===== src/rtl/sonar_pkg.sv =====
// +----------------------------------------------------------------------+
// | sonar_pkg: shared state codes, default timings and BCD helpers.      |
// | Rev 1.0                                                              |
// +----------------------------------------------------------------------+
`default_nettype none

package sonar_pkg;

    typedef enum logic [3:0] {
        INICIAL       = 4'd0,
        PREPARACAO    = 4'd1,
        ENVIA_TRIGGER = 4'd2,
        ESPERA_ECHO   = 4'd3,
        MEDE_ECHO     = 4'd4,
        ARMAZENA      = 4'd5,
        FINAL_MEDIDA  = 4'd6
    } estado_t;

    localparam int TRIGGER_CYCLES_DEF = 500;
    localparam int CM_CYCLES_DEF      = 2941;
    localparam int TIMEOUT_CYCLES_DEF = 1_500_000;

    localparam logic [11:0] BCD_MAX = 12'h999;

    // Three-digit BCD increment that sticks at 999.
    function automatic logic [11:0] bcd_incr(input logic [11:0] valor);
        logic [3:0] c;
        logic [3:0] d;
        logic [3:0] u;
        {c, d, u} = valor;
        if (valor == BCD_MAX) begin
            return valor;
        end
        if (u != 4'd9) begin
            u = u + 4'd1;
        end else begin
            u = 4'd0;
            if (d != 4'd9) begin
                d = d + 4'd1;
            end else begin
                d = 4'd0;
                c = c + 4'd1;
            end
        end
        return {c, d, u};
    endfunction

endpackage

`default_nettype wire


===== src/rtl/medidor_hcsr04_contador_bcd_3dig.sv =====
// +----------------------------------------------------------------------+
// | contador_bcd_3dig: 3-digit BCD up counter, saturating at 999.        |
// | Rev 1.0                                                              |
// +----------------------------------------------------------------------+
`default_nettype none

module contador_bcd_3dig
    import sonar_pkg::*;
(
    input  logic        clock,
    input  logic        reset,
    input  logic        zera,
    input  logic        conta,
    output logic [11:0] valor
);

    always_ff @(posedge clock or posedge reset) begin
        if (reset) begin
            valor <= 12'h000;
        end else if (zera) begin
            valor <= 12'h000;
        end else if (conta) begin
            valor <= bcd_incr(valor);
        end
    end

endmodule

`default_nettype wire


===== src/rtl/medidor_hcsr04.sv =====
// +----------------------------------------------------------------------+
// | medidor_hcsr04: HC-SR04 trigger/echo timing, result in BCD cm.       |
// | Rev 1.0                                                              |
// +----------------------------------------------------------------------+
`default_nettype none

module medidor_hcsr04
    import sonar_pkg::*;
#(
    parameter int TRIGGER_CYCLES = TRIGGER_CYCLES_DEF,
    parameter int CM_CYCLES      = CM_CYCLES_DEF,
    parameter int TIMEOUT_CYCLES = TIMEOUT_CYCLES_DEF
) (
    input  logic        clock,
    input  logic        reset,
    input  logic        medir,
    input  logic        echo,
    output logic        trigger,
    output logic [11:0] medida,
    output logic        pronto,
    output logic        timeout,
    output logic [3:0]  db_estado
);

    localparam int TRIG_W = $clog2(TRIGGER_CYCLES);
    localparam int TICK_W = $clog2(CM_CYCLES);
    localparam int TO_W   = $clog2(TIMEOUT_CYCLES);

    localparam logic [TRIG_W-1:0] TRIG_LAST = TRIG_W'(TRIGGER_CYCLES - 1);
    localparam logic [TICK_W-1:0] TICK_LAST = TICK_W'(CM_CYCLES - 1);
    localparam logic [TICK_W-1:0] TICK_HALF = TICK_W'(CM_CYCLES / 2);
    localparam logic [TO_W-1:0]   TO_LAST   = TO_W'(TIMEOUT_CYCLES - 1);

    estado_t            estado;
    estado_t            proximo;
    logic               echo_meta;
    logic               echo_s;
    logic [TRIG_W-1:0]  cnt_trigger;
    logic [TICK_W-1:0]  cnt_tick;
    logic [TO_W-1:0]    cnt_timeout;
    logic               expirou;
    logic [11:0]        acumulado;
    logic               medindo;
    logic               fim_trigger;
    logic               fim_timeout;
    logic               por_timeout;
    logic               zera_bcd;
    logic               conta_bcd;

    assign medindo     = (estado == ESPERA_ECHO) || (estado == MEDE_ECHO);
    assign fim_trigger = (cnt_trigger == TRIG_LAST);
    assign fim_timeout = (cnt_timeout == TO_LAST);
    // An echo edge in the same cycle wins over the timeout.
    assign por_timeout = fim_timeout &&
                         (((estado == ESPERA_ECHO) && !echo_s) ||
                          ((estado == MEDE_ECHO) && echo_s));
    assign zera_bcd    = (estado == PREPARACAO);
    assign conta_bcd   = medindo && echo_s && (cnt_tick == TICK_LAST);

    always_ff @(posedge clock or posedge reset) begin
        if (reset) begin
            echo_meta <= 1'b0;
            echo_s    <= 1'b0;
        end else begin
            echo_meta <= echo;
            echo_s    <= echo_meta;
        end
    end

    always_ff @(posedge clock or posedge reset) begin
        if (reset) begin
            estado <= INICIAL;
        end else begin
            estado <= proximo;
        end
    end

    always_comb begin
        proximo   = estado;
        trigger   = 1'b0;
        pronto    = 1'b0;
        db_estado = estado;
        case (estado)
            INICIAL: begin
                if (medir) begin
                    proximo = PREPARACAO;
                end
            end
            PREPARACAO: proximo = ENVIA_TRIGGER;
            ENVIA_TRIGGER: begin
                trigger = 1'b1;
                if (fim_trigger) begin
                    proximo = ESPERA_ECHO;
                end
            end
            ESPERA_ECHO: begin
                if (echo_s) begin
                    proximo = MEDE_ECHO;
                end else if (fim_timeout) begin
                    proximo = ARMAZENA;
                end
            end
            MEDE_ECHO: begin
                if (!echo_s || fim_timeout) begin
                    proximo = ARMAZENA;
                end
            end
            ARMAZENA:     proximo = FINAL_MEDIDA;
            FINAL_MEDIDA: begin
                pronto  = 1'b1;
                proximo = INICIAL;
            end
            default:      proximo = INICIAL;
        endcase
    end

    // The espera_echo cycle that first sees echo_s also counts as echo time.
    always_ff @(posedge clock or posedge reset) begin
        if (reset) begin
            cnt_trigger <= '0;
            cnt_tick    <= '0;
            cnt_timeout <= '0;
        end else if (estado == PREPARACAO) begin
            cnt_trigger <= '0;
            cnt_tick    <= '0;
            cnt_timeout <= '0;
        end else if (estado == ENVIA_TRIGGER) begin
            cnt_trigger <= cnt_trigger + 1'b1;
        end else if (medindo) begin
            cnt_timeout <= cnt_timeout + 1'b1;
            if (echo_s) begin
                cnt_tick <= (cnt_tick == TICK_LAST) ? '0 : cnt_tick + 1'b1;
            end
        end
    end

    always_ff @(posedge clock or posedge reset) begin
        if (reset) begin
            expirou <= 1'b0;
            timeout <= 1'b0;
            medida  <= 12'h000;
        end else if (estado == PREPARACAO) begin
            expirou <= 1'b0;
            timeout <= 1'b0;
        end else if (por_timeout) begin
            expirou <= 1'b1;
        end else if (estado == ARMAZENA) begin
            if (expirou) begin
                medida  <= BCD_MAX;
                timeout <= 1'b1;
            end else if (cnt_tick >= TICK_HALF) begin
                medida  <= bcd_incr(acumulado);
            end else begin
                medida  <= acumulado;
            end
        end
    end

    contador_bcd_3dig u_contador (
        .clock (clock),
        .reset (reset),
        .zera  (zera_bcd),
        .conta (conta_bcd),
        .valor (acumulado)
    );

endmodule

`default_nettype wire

===== config.mk =====
export PLATFORM = sky130hd
export DESIGN_NAME = medidor_hcsr04
export DESIGN_NICKNAME = d
export VERILOG_FILES = /design/src/rtl/sonar_pkg.sv /design/src/rtl/medidor_hcsr04_contador_bcd_3dig.sv /design/src/rtl/medidor_hcsr04.sv
export SDC_FILE = /design/constraint.sdc
export NUM_CORES = 1
export LEC_CHECK = 0
export BUFFER_PORTS_ARGS = -buffer_cell sky130_fd_sc_hd__clkbuf_2
export CORE_AREA = 2 2 120 122
export CTS_CLUSTER_DIAMETER = 50
export DETAILED_ROUTE_END_ITERATION = 8
export DIE_AREA = 0 0 122 124
export GPL_TIMING_DRIVEN = 0
export PLACE_DENSITY = 0.5
export SYNTH_ARGS = -nofsm -noshare
export SYNTH_HDL_FRONTEND = slang
export SYNTH_SLANG_ARGS = --single-unit
export TNS_END_PERCENT = 100

===== constraint.sdc =====
create_clock -name clock -period 6.9 [get_ports clock]
set_input_delay 2.07 -clock clock [delete_from_list [all_inputs] [get_ports clock]]
set_output_delay 2.07 -clock clock [all_outputs]
set_load 0.005 [all_outputs]

==> reports/metrics.yaml <==
route:
  drt.antenna.violating_nets: 0
  drcViolationCount: 0
  wl_per_cell_um: 15.45
  via_per_inst: 5.268
  firstDrtPassIters: 4
  num_vias: 3440
  drt_iter0_drc: 205
  drt-total-wl_mm: 10.09
grt:
  grt_pass1_vias: 3262
  grt_max_degree: 59
  grt_pass1_wl_mm: 16.84
  grt_antenna_before_repair: 0
  grt_usage_pct: 14.45
  overflow: 0
clocking:
  cts.sinks: 73
  clk_pin_slew_ns: 0.05
  cts_resized: 0
  cts_tree: "done"
  cts_hold_buf: 0
  cts.path.max_buffers: 2
  ctsHtreeMaxLevel: 3
  cts-root-buf: "clkbuf_16"
  cts_setup_buffers: 0
  clk_latency_ns: 0.34
  cts_inserted_buffers: 9
synthesis:
  ys_types: 61
  yosysWarnings: 0
  synth-seq-cells: 73
  synth_edf_count: 0
  netlist_instances: 437
  synth_area_leaders: "dfrtp_1, o21ai_0, nand2_1, nor2_1, nand3_1"
  synthMostInstantiatedCell: "dfrtp_1"
  syn_area_per_cell_sq_um: 9.248
  synthTopCellsByCount: "dfrtp_1, nand2_1, nor2_1, o21ai_0, nand3_1"
  synth_top_cell_by_area: "dfrtp_1"
  yosysSeqAreaShare_pct: 45.20
  async_flop_share_pct: 100.0
  synth_fp_nets: 452
  synth_top_area_share_pct: 45.20
  synthesis.area_sq_um: 4041
  synth_ff_type: "dfrtp_1"
power_and_ir_drop:
  powerDensity_nw_per_um2: 183.1
  power.share.clock_pct: 48.0
  internal_power_mw: 0.6712
  combPwrFrac_pct: 1.5
  power.switching_fraction_pct: 21.11
  seq_power_share_pct: 50.5
  p_leak_nw: 2.024
  vdd_ir_drop_max_mv: 0.1221
  power_switching_mw: 0.1797
floorplanning:
  initial_utilization_pct: 29.46
  dieArea_sq_um: 15130
  rows: 43
  die_h_um: 124
  core_area_sq_um: 13720
  die_x_um: 122
  pin_count: 23
timing:
  finalSetupViolCount: 0
  drv_slew: 0
  rsz0062_at_grt: "false"
  min_period_ns: 3.639
  fin_skew_ns: 0.01302
  setup_tns_ns: 0
  period_share_pct: 52.74
  relSlewSlack_pct: 56.03
  clock.fmax_mhz: 274.8
  hold_viol_final: 0
  tightest_slew_ns: 0.6535
  holdWs_ns: 0.3467
placed_design:
  portBuffers: 21
  gp_congestion: 0.8445
  hpwl_mm: 6.923
critical_path:
  cp-start-kind: "flop"
  cp.buffers_inverters: 2
  crit_path_end_kind: "primary output"
  cp.arrival_ns: 1.57
  path_cells: "buf_4, nand2b_1, nor2_2, clkbuf_2"
  worstPathMaxFanout: 10
  slowest_delay_ns: 0.46
  path_delay_family: "flip-flops"
  crit_type: "flop to primary output"
  crit_required_ns: 4.83
  critical-path-slowest-cell: "dfrtp_1"
final_layout:
  syn_to_final_growth_pct: 14.98
  drive_gt1_share_pct: 12.26
  nNetsFinal: 485
  n_antenna_cell: 0
job:
  cap_violations: 0
outcome:
  status: "complete, no violations"
hold_path:
  hp-class: "flop to flop"
==> sequential cells by signal (all words and copies together), names as in the netlist <==
name and cells:
u_contador.valor 12, cnt_tick 12, echo_s 1, echo_meta 1
cnt_trigger 9, medida 12, timeout 1, cnt_timeout 21
expirou 1, db_estado 3
==> layout by cell type (no fill, tap or decap), types with 12 or more instances in the layout <==
cell / count
clkbuf_2: 21
clkbuf_1: 15
o31ai_1: 15
a31oi_1: 13
o21ai_0: 34
dfrtp_1: 73
nand4_1: 12
nand2_1: 43
nor2_1: 43
nand3_1: 32
a21oi_1: 18
==> metrics by stage <==
step | instance area, sq um | utilization [%] | power, mW | instances | setup WS, ns
floorplan | 4041 | - | 0.4442 | 437 | 2.977
detailed placement | 4402 | 32.08 | 0.4507 | 639 | 3.611
global route | 4647 | 33.87 | 0.8845 | 653 | 3.176
global placement | 4372 | 31.87 | 0.4482 | 638 | 1.922
CTS | 4647 | 33.87 | 0.8652 | 653 | 3.245
finish | 4647 | 33.87 | 0.8509 | 653 | 3.261
==> power groups by stage <==
stage	clock network (mW)	logic (mW)	registers, mW
after global routing	0.440	0.0153	0.429
final	0.409	0.0130	0.429
after detailed placement	0	0.0139	0.437
after global placement	0	0.0113	0.437
after floorplan	0	0.00746	0.437
after CTS	0.422	0.0139	0.429
==> cell families (layout without fill, tap and decap cells) <==
kind of cell,count (synthesis),after routing,synth area share (%)
fa+ha+maj,11,11,3.406
buf+inv,31,67,3.777
flops,73,73,45.20
mux,8,8,2.167
simple gates,182,182,23.31
xor+xnor,14,14,3.034
other cells,1,1,0.09279
compound gates,117,117,19.01
==> final cells by class <==
cell class | count | area (sq um)
fillers | 1422 | 9072
multi-input cells | 333 | 2062
flip-flops and latches | 73 | 1827
clock buffers | 13 | 240.2
well taps | 180 | 225.2
repair buffers | 22 | 132.6
plain buffers | 20 | 111.4
inverters | 11 | 43.79
clock inverters | 1 | 5.005
==> per-layer routing <==
| metal | wire length (um) | vias up | GRT usage, % |
|---|---|---|---|
| li1 | - | 1683 | - |
| met1 | 4840 | 1676 | 19.54 |
| met2 | 4692 | 75 | 22.38 |
| met3 | 443 | 6 | 3.571 |
| met4 | 114 | 0 | 5.388 |
| met5 | 0 | - | 0 |
==> worst reg2reg max path, delay by kind of cell, from the launching register on <==
kind	cells	cell delay, ns
buffers and inverters	3	0.74
AND/OR/NAND/NOR	2	0.57
AO/OA/AOI/OAI	2	0.27
flip-flops	1	0.45
==> final timing paths <==
| check | cells past startpoint | start | slack [ns] | end |
|---|---|---|---|---|
| max in group asynchronous | 3 | reset | 4.68 | cnt_timeout[15]$_DFFE_PP0P_ |
| max reg2reg | 7 | db_estado[1]$_DFFE_PP0P_ | 4.77 | medida[6]$_DFFE_PP0P_ |
| min | 0 | echo_meta$_DFF_PP0_ | 0.35 | echo_s$_DFF_PP0_ |
| min reg2reg | 0 | echo_meta$_DFF_PP0_ | 0.35 | echo_s$_DFF_PP0_ |
| max | 4 | db_estado[1]$_DFFE_PP0P_ | 3.26 | trigger |
| min in group asynchronous | 2 | reset | 1.66 | medida[5]$_DFFE_PP0P_ |
Note: power is estimated with default switching activity, not from simulation.
